==> src/rtl/udp_status_pkg.sv <==
// Shared types and constants for the board-to-host UDP status packet path.
package udp_status_pkg;

  localparam int unsigned PKT_LEN    = 8;
  localparam int unsigned KEY_W      = 4;
  localparam int unsigned SW_W       = 8;
  localparam int unsigned VEC_W      = KEY_W + SW_W;
  localparam int unsigned SEQ_W      = 16;
  localparam int unsigned BYTE_IDX_W = 3;

  localparam logic [3:0] PKT_TYPE_STATUS = 4'hA;

  localparam logic [BYTE_IDX_W-1:0] B_TYPE   = 3'd0;
  localparam logic [BYTE_IDX_W-1:0] B_SW     = 3'd1;
  localparam logic [BYTE_IDX_W-1:0] B_SEQ_HI = 3'd2;
  localparam logic [BYTE_IDX_W-1:0] B_SEQ_LO = 3'd3;
  localparam logic [BYTE_IDX_W-1:0] B_FLAGS  = 3'd4;

  typedef enum logic [1:0] {
    ST_IDLE = 2'd0,
    ST_REQ  = 2'd1,
    ST_SEND = 2'd2,
    ST_GAP  = 2'd3
  } state_e;

  // Packet contents frozen when a request is raised
  typedef struct packed {
    logic [KEY_W-1:0] key;
    logic [SW_W-1:0]  sw;
    logic [SEQ_W-1:0] seq;
    logic             hb;
  } snap_t;

  function automatic logic [7:0] pkt_byte(snap_t s, logic [BYTE_IDX_W-1:0] idx);
    logic [7:0] b;
    case (idx)
      B_TYPE:   b = {s.key, PKT_TYPE_STATUS};
      B_SW:     b = s.sw;
      B_SEQ_HI: b = s.seq[15:8];
      B_SEQ_LO: b = s.seq[7:0];
      B_FLAGS:  b = {7'd0, s.hb};
      default:  b = 8'h00;
    endcase
    return b;
  endfunction

endpackage

==> src/rtl/udp_status_sync.sv <==
// Two-flop synchroniser for {key,sw} with a registered change pulse.
// The change pulse is held off until both stages carry real input data after reset.
module udp_status_sync
  import udp_status_pkg::*;
(
  input  logic             clk,
  input  logic             rst_n,
  input  logic [VEC_W-1:0] async_i,
  output logic [VEC_W-1:0] sync_vec_o,
  output logic             change_o
);

  logic [VEC_W-1:0] s1_q;
  logic [VEC_W-1:0] s2_q;
  logic [1:0]       prime_q;
  logic             change_q;

  always_ff @(posedge clk or negedge rst_n) begin
    if (!rst_n) begin
      s1_q     <= '0;
      s2_q     <= '0;
      prime_q  <= 2'b00;
      change_q <= 1'b0;
    end else begin
      s1_q     <= async_i;
      s2_q     <= s1_q;
      prime_q  <= {prime_q[0], 1'b1};
      change_q <= prime_q[1] & (s1_q != s2_q);
    end
  end

  assign sync_vec_o = s2_q;
  assign change_o   = change_q;

endmodule

==> src/rtl/udp_status_tx.sv <==
// Samples keys/switches and streams an 8-byte status packet to the UDP stack app_tx port.
// Optional heartbeat packets are enabled by defining UDP_STATUS_HEARTBEAT_EN.
module udp_status_tx
  import udp_status_pkg::*;
#(
  parameter logic [15:0] ACK_TIMEOUT      = 16'd4096,
  parameter logic [7:0]  GAP_CYCLES       = 8'd16,
  parameter logic [31:0] HEARTBEAT_CYCLES = 32'd125000000
) (
  input  logic        udp_tx_clk,
  input  logic        reset,
  input  logic [3:0]  key_in,
  input  logic [7:0]  sw_in,
  output logic        app_tx_data_request,
  input  logic        app_tx_ack,
  output logic        app_tx_data_valid,
  output logic [7:0]  app_tx_data,
  output logic [15:0] udp_tx_data_length,
  output logic        tx_busy
);

  state_e           state_q, state_d;
  logic [15:0]      cnt_q, cnt_d;
  logic [SEQ_W-1:0] seq_q, seq_d;
  logic             pending_q, pending_d;
  logic             hb_flag_q, hb_flag_d;
  snap_t            snap_q, snap_d;
  logic             request_q, request_d;
  logic             valid_q, valid_d;
  logic [7:0]       data_q, data_d;
  logic [15:0]      length_q, length_d;
  logic             busy_q, busy_d;

  logic [VEC_W-1:0] sync_vec;
  logic             change_c;
  logic             hb_tick_c;
  logic             pend_set_c;
  logic             pend_clr_c;

  udp_status_sync u_sync (
    .clk        (udp_tx_clk),
    .rst_n      (reset),
    .async_i    ({key_in, sw_in}),
    .sync_vec_o (sync_vec),
    .change_o   (change_c)
  );

`ifdef UDP_STATUS_HEARTBEAT_EN
  logic [31:0] hb_cnt_q;

  // Free-running heartbeat period counter
  always_ff @(posedge udp_tx_clk or negedge reset) begin
    if (!reset) begin
      hb_cnt_q <= 32'd0;
    end else if (hb_cnt_q == HEARTBEAT_CYCLES - 32'd1) begin
      hb_cnt_q <= 32'd0;
    end else begin
      hb_cnt_q <= hb_cnt_q + 32'd1;
    end
  end

  assign hb_tick_c = (hb_cnt_q == HEARTBEAT_CYCLES - 32'd1);
`else
  // No heartbeat in this build; the period is referenced only to keep it declared
  assign hb_tick_c = 1'b0 && (HEARTBEAT_CYCLES == 32'd0);
`endif

  always_ff @(posedge udp_tx_clk or negedge reset) begin
    if (!reset) begin
      state_q   <= ST_IDLE;
      cnt_q     <= 16'd0;
      seq_q     <= '0;
      pending_q <= 1'b0;
      hb_flag_q <= 1'b0;
      snap_q    <= '0;
      request_q <= 1'b0;
      valid_q   <= 1'b0;
      data_q    <= 8'h00;
      length_q  <= 16'd0;
      busy_q    <= 1'b0;
    end else begin
      state_q   <= state_d;
      cnt_q     <= cnt_d;
      seq_q     <= seq_d;
      pending_q <= pending_d;
      hb_flag_q <= hb_flag_d;
      snap_q    <= snap_d;
      request_q <= request_d;
      valid_q   <= valid_d;
      data_q    <= data_d;
      length_q  <= length_d;
      busy_q    <= busy_d;
    end
  end

  // Next-state and registered-output logic; cnt_q is reused as timeout, byte and gap counter
  always_comb begin
    state_d    = state_q;
    cnt_d      = cnt_q;
    seq_d      = seq_q;
    snap_d     = snap_q;
    hb_flag_d  = hb_flag_q | hb_tick_c;
    pend_set_c = change_c | hb_tick_c;
    pend_clr_c = 1'b0;
    valid_d    = 1'b0;
    data_d     = 8'h00;

    case (state_q)
      ST_IDLE: begin
        if (pending_q) begin
          state_d    = ST_REQ;
          cnt_d      = 16'd0;
          pend_clr_c = 1'b1;
          snap_d.key = sync_vec[VEC_W-1:SW_W];
          snap_d.sw  = sync_vec[SW_W-1:0];
          snap_d.seq = seq_q;
          snap_d.hb  = hb_flag_q;
        end
      end
      ST_REQ: begin
        if (app_tx_ack) begin
          state_d = ST_SEND;
          cnt_d   = 16'd1;
          valid_d = 1'b1;
          data_d  = pkt_byte(snap_q, B_TYPE);
          if (snap_q.hb && !hb_tick_c) begin
            hb_flag_d = 1'b0;
          end
        end else if (cnt_q == ACK_TIMEOUT - 16'd1) begin
          // Abandon this request; a fresh one with the same seq follows
          state_d    = ST_IDLE;
          pend_set_c = 1'b1;
        end else begin
          cnt_d = cnt_q + 16'd1;
        end
      end
      ST_SEND: begin
        if (cnt_q == 16'(PKT_LEN)) begin
          state_d = ST_GAP;
          cnt_d   = 16'd0;
          seq_d   = seq_q + 16'd1;
        end else begin
          valid_d = 1'b1;
          data_d  = pkt_byte(snap_q, cnt_q[BYTE_IDX_W-1:0]);
          cnt_d   = cnt_q + 16'd1;
        end
      end
      ST_GAP: begin
        if (cnt_q == 16'(GAP_CYCLES) - 16'd1) begin
          state_d = ST_IDLE;
        end else begin
          cnt_d = cnt_q + 16'd1;
        end
      end
      default: state_d = ST_IDLE;
    endcase

    pending_d = (pending_q & ~pend_clr_c) | pend_set_c;
    request_d = (state_d == ST_REQ);
    length_d  = request_d ? 16'(PKT_LEN) : 16'd0;
    busy_d    = (state_d != ST_IDLE);
  end

  assign app_tx_data_request = request_q;
  assign app_tx_data_valid   = valid_q;
  assign app_tx_data         = data_q;
  assign udp_tx_data_length  = length_q;
  assign tx_busy             = busy_q;

endmodule

==> config.mk <==
export PLATFORM = sky130hd
export DESIGN_NAME = udp_status_tx
export DESIGN_NICKNAME = d
export VERILOG_FILES = /design/src/rtl/udp_status_pkg.sv /design/src/rtl/udp_status_sync.sv /design/src/rtl/udp_status_tx.sv
export SDC_FILE = /design/constraint.sdc
export NUM_CORES = 1
export LEC_CHECK = 0
export BUFFER_PORTS_ARGS = -buffer_cell sky130_fd_sc_hd__buf_2
export CAP_MARGIN = 20
export CORE_AREA = 2 2 84 118
export CTS_BUF_LIST = sky130_fd_sc_hd__clkbuf_8
export CTS_CLUSTER_DIAMETER = 30
export DETAILED_ROUTE_END_ITERATION = 6
export DIE_AREA = 0 0 86 120
export PLACE_DENSITY = 0.68
export SYNTH_ARGS = -nofsm -noshare
export SYNTH_HDL_FRONTEND = slang
export SYNTH_HIERARCHICAL = 1
export SYNTH_SLANG_ARGS = --single-unit
==> constraint.sdc <==
create_clock -name udp_tx_clk -period 3.3 [get_ports udp_tx_clk]
set_clock_uncertainty 0.2 [all_clocks]
set_input_delay 0.165 -clock udp_tx_clk [delete_from_list [all_inputs] [get_ports udp_tx_clk]]
set_output_delay 0.165 -clock udp_tx_clk [all_outputs]
set_load 0.01 [all_outputs]
# ---- Yosys cells after proc, flatten, opt, wreduce, memory -nomap -nowiden
# Index checks and enable logic that the tools add are counted.
dict set report classes {
  n_addsub 2
  n_eq_ne 14
  n_mux 25
  n_bitwise 4
  reduce_logical 6
}
# op count
set op_table {}
lappend op_table {{2-to-1 mux 16 bit} 5}
lappend op_table {{case mux 16 bit (4 select lines)} 1}
lappend op_table {{adder 16 x 1 -> 16 bit, second input constant} 2}
lappend op_table {{equality test 16 x 4 -> 1 bit, second input constant} 2}
lappend op_table {{case mux 8 bit (4 select lines)} 1}
lappend op_table {{equality test 16 x 12 -> 1 bit, second input constant} 1}
lappend op_table {{2-to-1 mux 8 bit} 2}
lappend op_table {{case mux 8 bit (2 select lines)} 1}
lappend op_table {{!= test 12 bit} 1}
lappend op_table {{2-to-1 mux 2 bit} 5}
lappend op_table {{case mux 2 bit (4 select lines)} 1}
lappend op_table {{2-to-1 mux 1 bit} 7}
lappend op_table {{equality test 3 x 2 -> 1 bit, second input constant} 2}
lappend op_table {{equality test 2 x 1 -> 1 bit, second input constant} 2}
lappend op_table {{equality test 2 bit, second input constant} 2}
lappend op_table {{2-to-1 mux 4 bit} 1}
lappend op_table {{!= test 2 bit, second input constant} 2}
lappend op_table {{AND reduction 2 bit} 2}
lappend op_table {{equality test 3 x 1 -> 1 bit, second input constant} 1}
lappend op_table {{zero test 3 bit} 1}
lappend op_table {{!= test 3 bit, second input constant} 1}
lappend op_table {{AND reduction 3 bit} 1}
lappend op_table {{bitwise AND 1 bit} 2}
lappend op_table {{zero test 2 bit} 1}
lappend op_table {{4 further kinds} 4}
dict set report word_totals {
  regBits 117
  input_bits 15
  elab_cells 67
}

# ---- Logic depth before layout (Yosys ltp)
dict set report depth {
  word_depth 6
  mapped_depth 9
  ltp_nobuf 7
}

# ---- Hierarchy
# Netlist, hierarchy kept.
# module n_inst cells_each area_per_inst_um2 seq_area_each_um2
set modules_own_cells {}
lappend modules_own_cells {udp_status_tx 1 356 3747.3 1851.8}
lappend modules_own_cells {udp_status_sync 1 44 812.0 675.6}

# ---- Worst setup path before layout
# OpenSTA, ideal clock, no wires.
dict set report synth_path {
  kind {register -> register}
  from {reg cnt_q[12]}
  to {reg cnt_q[1]}
  t_arrival_ns 2.289
  setup_slack_ns 0.692
  stages_incl_launch_ff 9
  path_buffers 3
  cell_sequence {dfrtp_1 -> or4_1 -> buf_4 -> or4_4 -> o211ai_2 -> buf_6 -> buf_12 -> mux2i_1 -> nor2_2}
}
dict set report synth_via {
  elab_chain_cells 3
}
# element line_no
set synth_lines {}
lappend synth_lines {{start, declared} udp_status_tx.sv:23} ;# logic [15:0] cnt_q, cnt_d;
lappend synth_lines {{start signal, assigned} udp_status_tx.sv:83} ;# cnt_q <= cnt_d;
lappend synth_lines {{equality test 16 x 4 -> 1 bit, or another cell as far along} udp_status_tx.sv:138} ;# if (cnt_q == 16'(PKT_LEN)) begin
lappend synth_lines {{2-to-1 mux 16 bit, or another cell as far along} udp_status_tx.sv:138}
lappend synth_lines {{case mux 16 bit (4 select lines) or AND reduction 3 bit (tied branches)} --}
# Several ways; a longest one is shown, not always the timed one.
# A chain may end at the register's enable or synchronous reset.

# ---- Worst setup path in the final report
# Ends and elaborated chain as after synthesis.

==> flow_summary.rst <==
.. list-table::
   :header-rows: 1

   * - Metric
     - Value
   * - Most frequent cells after synthesis
     - sky130_fd_sc_hd__dfrtp_1 (101), sky130_fd_sc_hd__nand2_1 (32), sky130_fd_sc_hd__mux2_2 (25), sky130_fd_sc_hd__xnor2_1 (21), sky130_fd_sc_hd__a21oi_1 (20)
   * - Worst Hold Margin
     - 158.2 ps
   * - Final count of hold timing violations
     - 0
   * - Weighted congestion reported at the end of routability-driven placement
     - 0.9163
   * - Cell area after technology mapping
     - 4559 µm²
   * - # H-tree levels
     - 3
   * - Area taken by flip-flops and latches
     - 2527 µm²
   * - Number of buffers on the longest clock path
     - 2
   * - Die outline height
     - 120 µm
   * - Clock latency at the later pin of the worst-skew pair
     - 370 ps
   * - Layout cell share with drive strength beyond 1
     - 0.1822
   * - Leakage
     - 0.002352 µW
   * - Routed WL per cell
     - 16.11 µm
   * - Die X
     - 86 µm
   * - Gr ovfl total
     - 0
   * - First-pass GRT wire length
     - 15.44 mm
   * - Nets
     - 470
   * - Finished layout cell area
     - 5096 µm²
   * - Core Area
     - 9301 µm²
   * - Detailed router's first-iteration violation count
     - 175
   * - Top-area cell type share of the netlist area
     - 0.5543
   * - Number of placed instances with taps included
     - 530
   * - Average cell area after synthesis
     - 11.40 µm²
   * - Combined area of the multi-input logic cells
     - 1823 µm²
   * - Cell count after synthesis
     - 400
   * - Kind of start point of the critical path
     - flip-flop
   * - Number of antenna violations at the first check in global routing
     - 0
   * - Hold/Removal Path Class
     - reg -> reg
   * - Total power
     - 2135 µW
   * - Maximum Capacitance Violations
     - 0
   * - CTS clock-pin slew for the worst setup and hold paths
     - 100 ps
   * - Critical Setup Path Class
     - reg -> reg
   * - Count of TritonRoute iterations in the first routing pass
     - 4
   * - Number of CTS-inserted buffers
     - 9
   * - Cell type with the largest total area after synthesis
     - sky130_fd_sc_hd__dfrtp_1
   * - Clock period minus final worst setup slack
     - 2748 ps
   * - Largest net degree at the start of global routing
     - 58
   * - Synthesis-to-layout area growth
     - 11.77%
   * - Clock tree root driver cell
     - sky130_fd_sc_hd__clkbuf_8
   * - Resized Gates After CTS
     - 0
   * - Post-CTS setup buffer count
     - 0
   * - Highest ir drop seen on vdd
     - 289.7 µV
   * - Highest fanout seen on the critical path
     - 10
   * - Final setup viols
     - 0
   * - Vias per cell
     - 5.468
   * - Starting utilization of the core area
     - 0.4902
   * - Number of sinks driven by the clock tree
     - 101
   * - TritonCTS clock tree
     - built
   * - Share of async-settable or async-resettable flops after synthesis
     - 1.000
   * - Post-detailed-placement cell area
     - 4752 µm²
   * - Routed Antenna Nets
     - 0
   * - Largest cells by area after synthesis
     - sky130_fd_sc_hd__dfrtp_1 (55%), sky130_fd_sc_hd__mux2_2 (6.2%), sky130_fd_sc_hd__xnor2_1 (4.0%)
   * - Number of pins exceeding their max-slew limit in the final report
     - 0
   * - Number of diodes
     - 0
   * - Count of state elements after synthesis
     - 101
   * - Count of synthesis-stage warnings from yosys
     - 6
   * - Total routing resource utilization after global routing
     - 0.1951
   * - Number of enable-type register cells in the synthesized netlist
     - 0
   * - Sequential element share of the synthesized area
     - 0.5543
   * - Post-route DRC violation count
     - 0
   * - Die outline area
     - 10,320 µm²
   * - Setup_tns
     - 0 ps
   * - Crit path DAT
     - 2810 ps
   * - CP Capture Type
     - flip-flop
   * - Number of fill cells in the layout
     - 798
   * - Pwr dens
     - 419.0 nW/µm²
   * - Number of core rows
     - 42
   * - Vias
     - 3,062
   * - Number of cells in the finished layout apart from fillers
     - 560
   * - Number of top-level pins
     - 42
   * - HPWL Detailed
     - 6.509 mm
   * - Cell with the most instances after synthesis
     - sky130_fd_sc_hd__dfrtp_1
   * - CP Data Required Time
     - 3360 ps
   * - Outcome
     - finished clean
   * - Final Cycle Share
     - 0.8328
   * - Unrepaired setup endpoints after global routing
     - false
   * - Distinct cell type count of the synthesized netlist
     - 51
   * - Number of global-route vias before repair
     - 3,114
   * - Upper clock frequency limit
     - 363.9 MHz
   * - Total Wirelength
     - 9.024 mm
   * - Remaining max-slew budget at the tightest pin
     - 0.5372
   * - Port Buffer Count
     - 26
   * - Top flip-flop cell by instance count after synthesis
     - sky130_fd_sc_hd__dfrtp_1
   * - Tightest Pin Transition
     - 694.2 ps
==> critical path, cell delays in order (launching register included) <==
cell	delay (ps)
sky130_fd_sc_hd__dfrtp_1	430
sky130_fd_sc_hd__or4_1	720
sky130_fd_sc_hd__or4_4	620
sky130_fd_sc_hd__o211ai_2	190
sky130_fd_sc_hd__buf_4	200
sky130_fd_sc_hd__mux2i_1	230
sky130_fd_sc_hd__nor2_2	50
==> metrics by stage <==
stage / setup slack (ps) / util
6_report: 551.6 / 0.5479
4_1_cts: 552.9 / 0.5479
3_3_place_gp: 585.6 / 0.5109
2_1_floorplan: 691.6 / -
5_1_grt: 389.3 / 0.5479
3_5_place_dp: 574.5 / 0.5109
==> final timing paths <==
path,depth (start not counted),endpoint,from,slack (ps)
setup reg to reg,6,cnt_q[1],cnt_q[12],550
max in group asynchronous,3,seq_q[13],reset,1940
hold / removal,0,u_sync/prime_q[1],u_sync/prime_q[0],160
hold reg to reg,0,u_sync/prime_q[1],u_sync/prime_q[0],160
setup / recovery,6,cnt_q[1],cnt_q[12],550
min in group asynchronous,2,cnt_q[14],reset,170
==> logic make-up after synthesis <==
kind of cell	Yosys count	share of synthesized area
XOR/XNOR	30	0.05763
AO/OA/AOI/OAI	64	0.09688
flip-flops	101	0.5543
other	2	0.001647
adder cells (fa/ha/maj)	10	0.02744
multiplexers	26	0.06394
buffers and inverters	46	0.05735
AND/OR/NAND/NOR	121	0.1408
==> cell usage in the layout (no fill, tap or decap), types with 3 or more instances in the layout <==
cell,count
sky130_fd_sc_hd__a21oi_1,20
sky130_fd_sc_hd__a222oi_1,5
sky130_fd_sc_hd__a22oi_1,4
sky130_fd_sc_hd__a31oi_1,3
sky130_fd_sc_hd__and4_1,3
sky130_fd_sc_hd__buf_2,25
sky130_fd_sc_hd__buf_4,10
sky130_fd_sc_hd__clkbuf_8,9
sky130_fd_sc_hd__conb_1,16
sky130_fd_sc_hd__dfrtp_1,101
sky130_fd_sc_hd__dlygate4sd3_1,14
sky130_fd_sc_hd__ha_1,10
sky130_fd_sc_hd__inv_1,18
sky130_fd_sc_hd__inv_6,3
sky130_fd_sc_hd__mux2_2,25
sky130_fd_sc_hd__nand2_1,32
sky130_fd_sc_hd__nand2b_1,4
sky130_fd_sc_hd__nand3_1,12
sky130_fd_sc_hd__nand4_1,12
sky130_fd_sc_hd__nor2_1,18
sky130_fd_sc_hd__nor2b_1,8
sky130_fd_sc_hd__nor3_1,7
sky130_fd_sc_hd__nor4_1,4
sky130_fd_sc_hd__o21ai_0,11
sky130_fd_sc_hd__o31ai_1,5
sky130_fd_sc_hd__or3_1,4
sky130_fd_sc_hd__or4_1,8
sky130_fd_sc_hd__xnor2_1,21
sky130_fd_sc_hd__xor2_1,9
==> sequential cells by signal (all words and copies together) (netlist names) <==
signal and count:
u_sync/change_o 1, state_q 2, u_sync/s1_q 12, cnt_q 16, u_sync/prime_q 2, udp_tx_data_length 1, pending_q 1, u_sync/sync_vec_o 12
tx_busy 1, snap_q 28, app_tx_data 8, app_tx_data_valid 1, seq_q 16
==> routing by layer <==
| metal | wire length [µm] | part of all wire | global-route usage |
|---|---|---|---|
| met1 | 3605 | 0.40 | 0.2289 |
| met4 | 178 | 0.020 | 0.07242 |
| met3 | 277 | 0.031 | 0.04814 |
| met5 | 0 | 0 | 0 |
| met2 | 4962 | 0.55 | 0.3406 |
==> layout make-up <==
type / count / area share
multi-input combinational: 267 / 0.3577
clock inverter: 7 / 0.01571
timing repair buffer: 49 / 0.06678
inverter: 17 / 0.01252
tap: 110 / 0.02701
clock buffer: 9 / 0.02431
sequential: 101 / 0.4959
==> where the power goes <==
group          total, µW  switching, µW  leakage (µW)  internal, µW
sequential          1260           10.5       0.00130          1250
clock                802            439      0.000108           363
combinational       69.8           40.6      0.000946          29.1
==> what timing repair did <==
action                     4_1_cts  5_1_grt
setup endpoints to repair        0        0
hold buffers                    14        0
hold endpoints to repair        69        0
No activity file was read; power rests on OpenSTA's default activity.
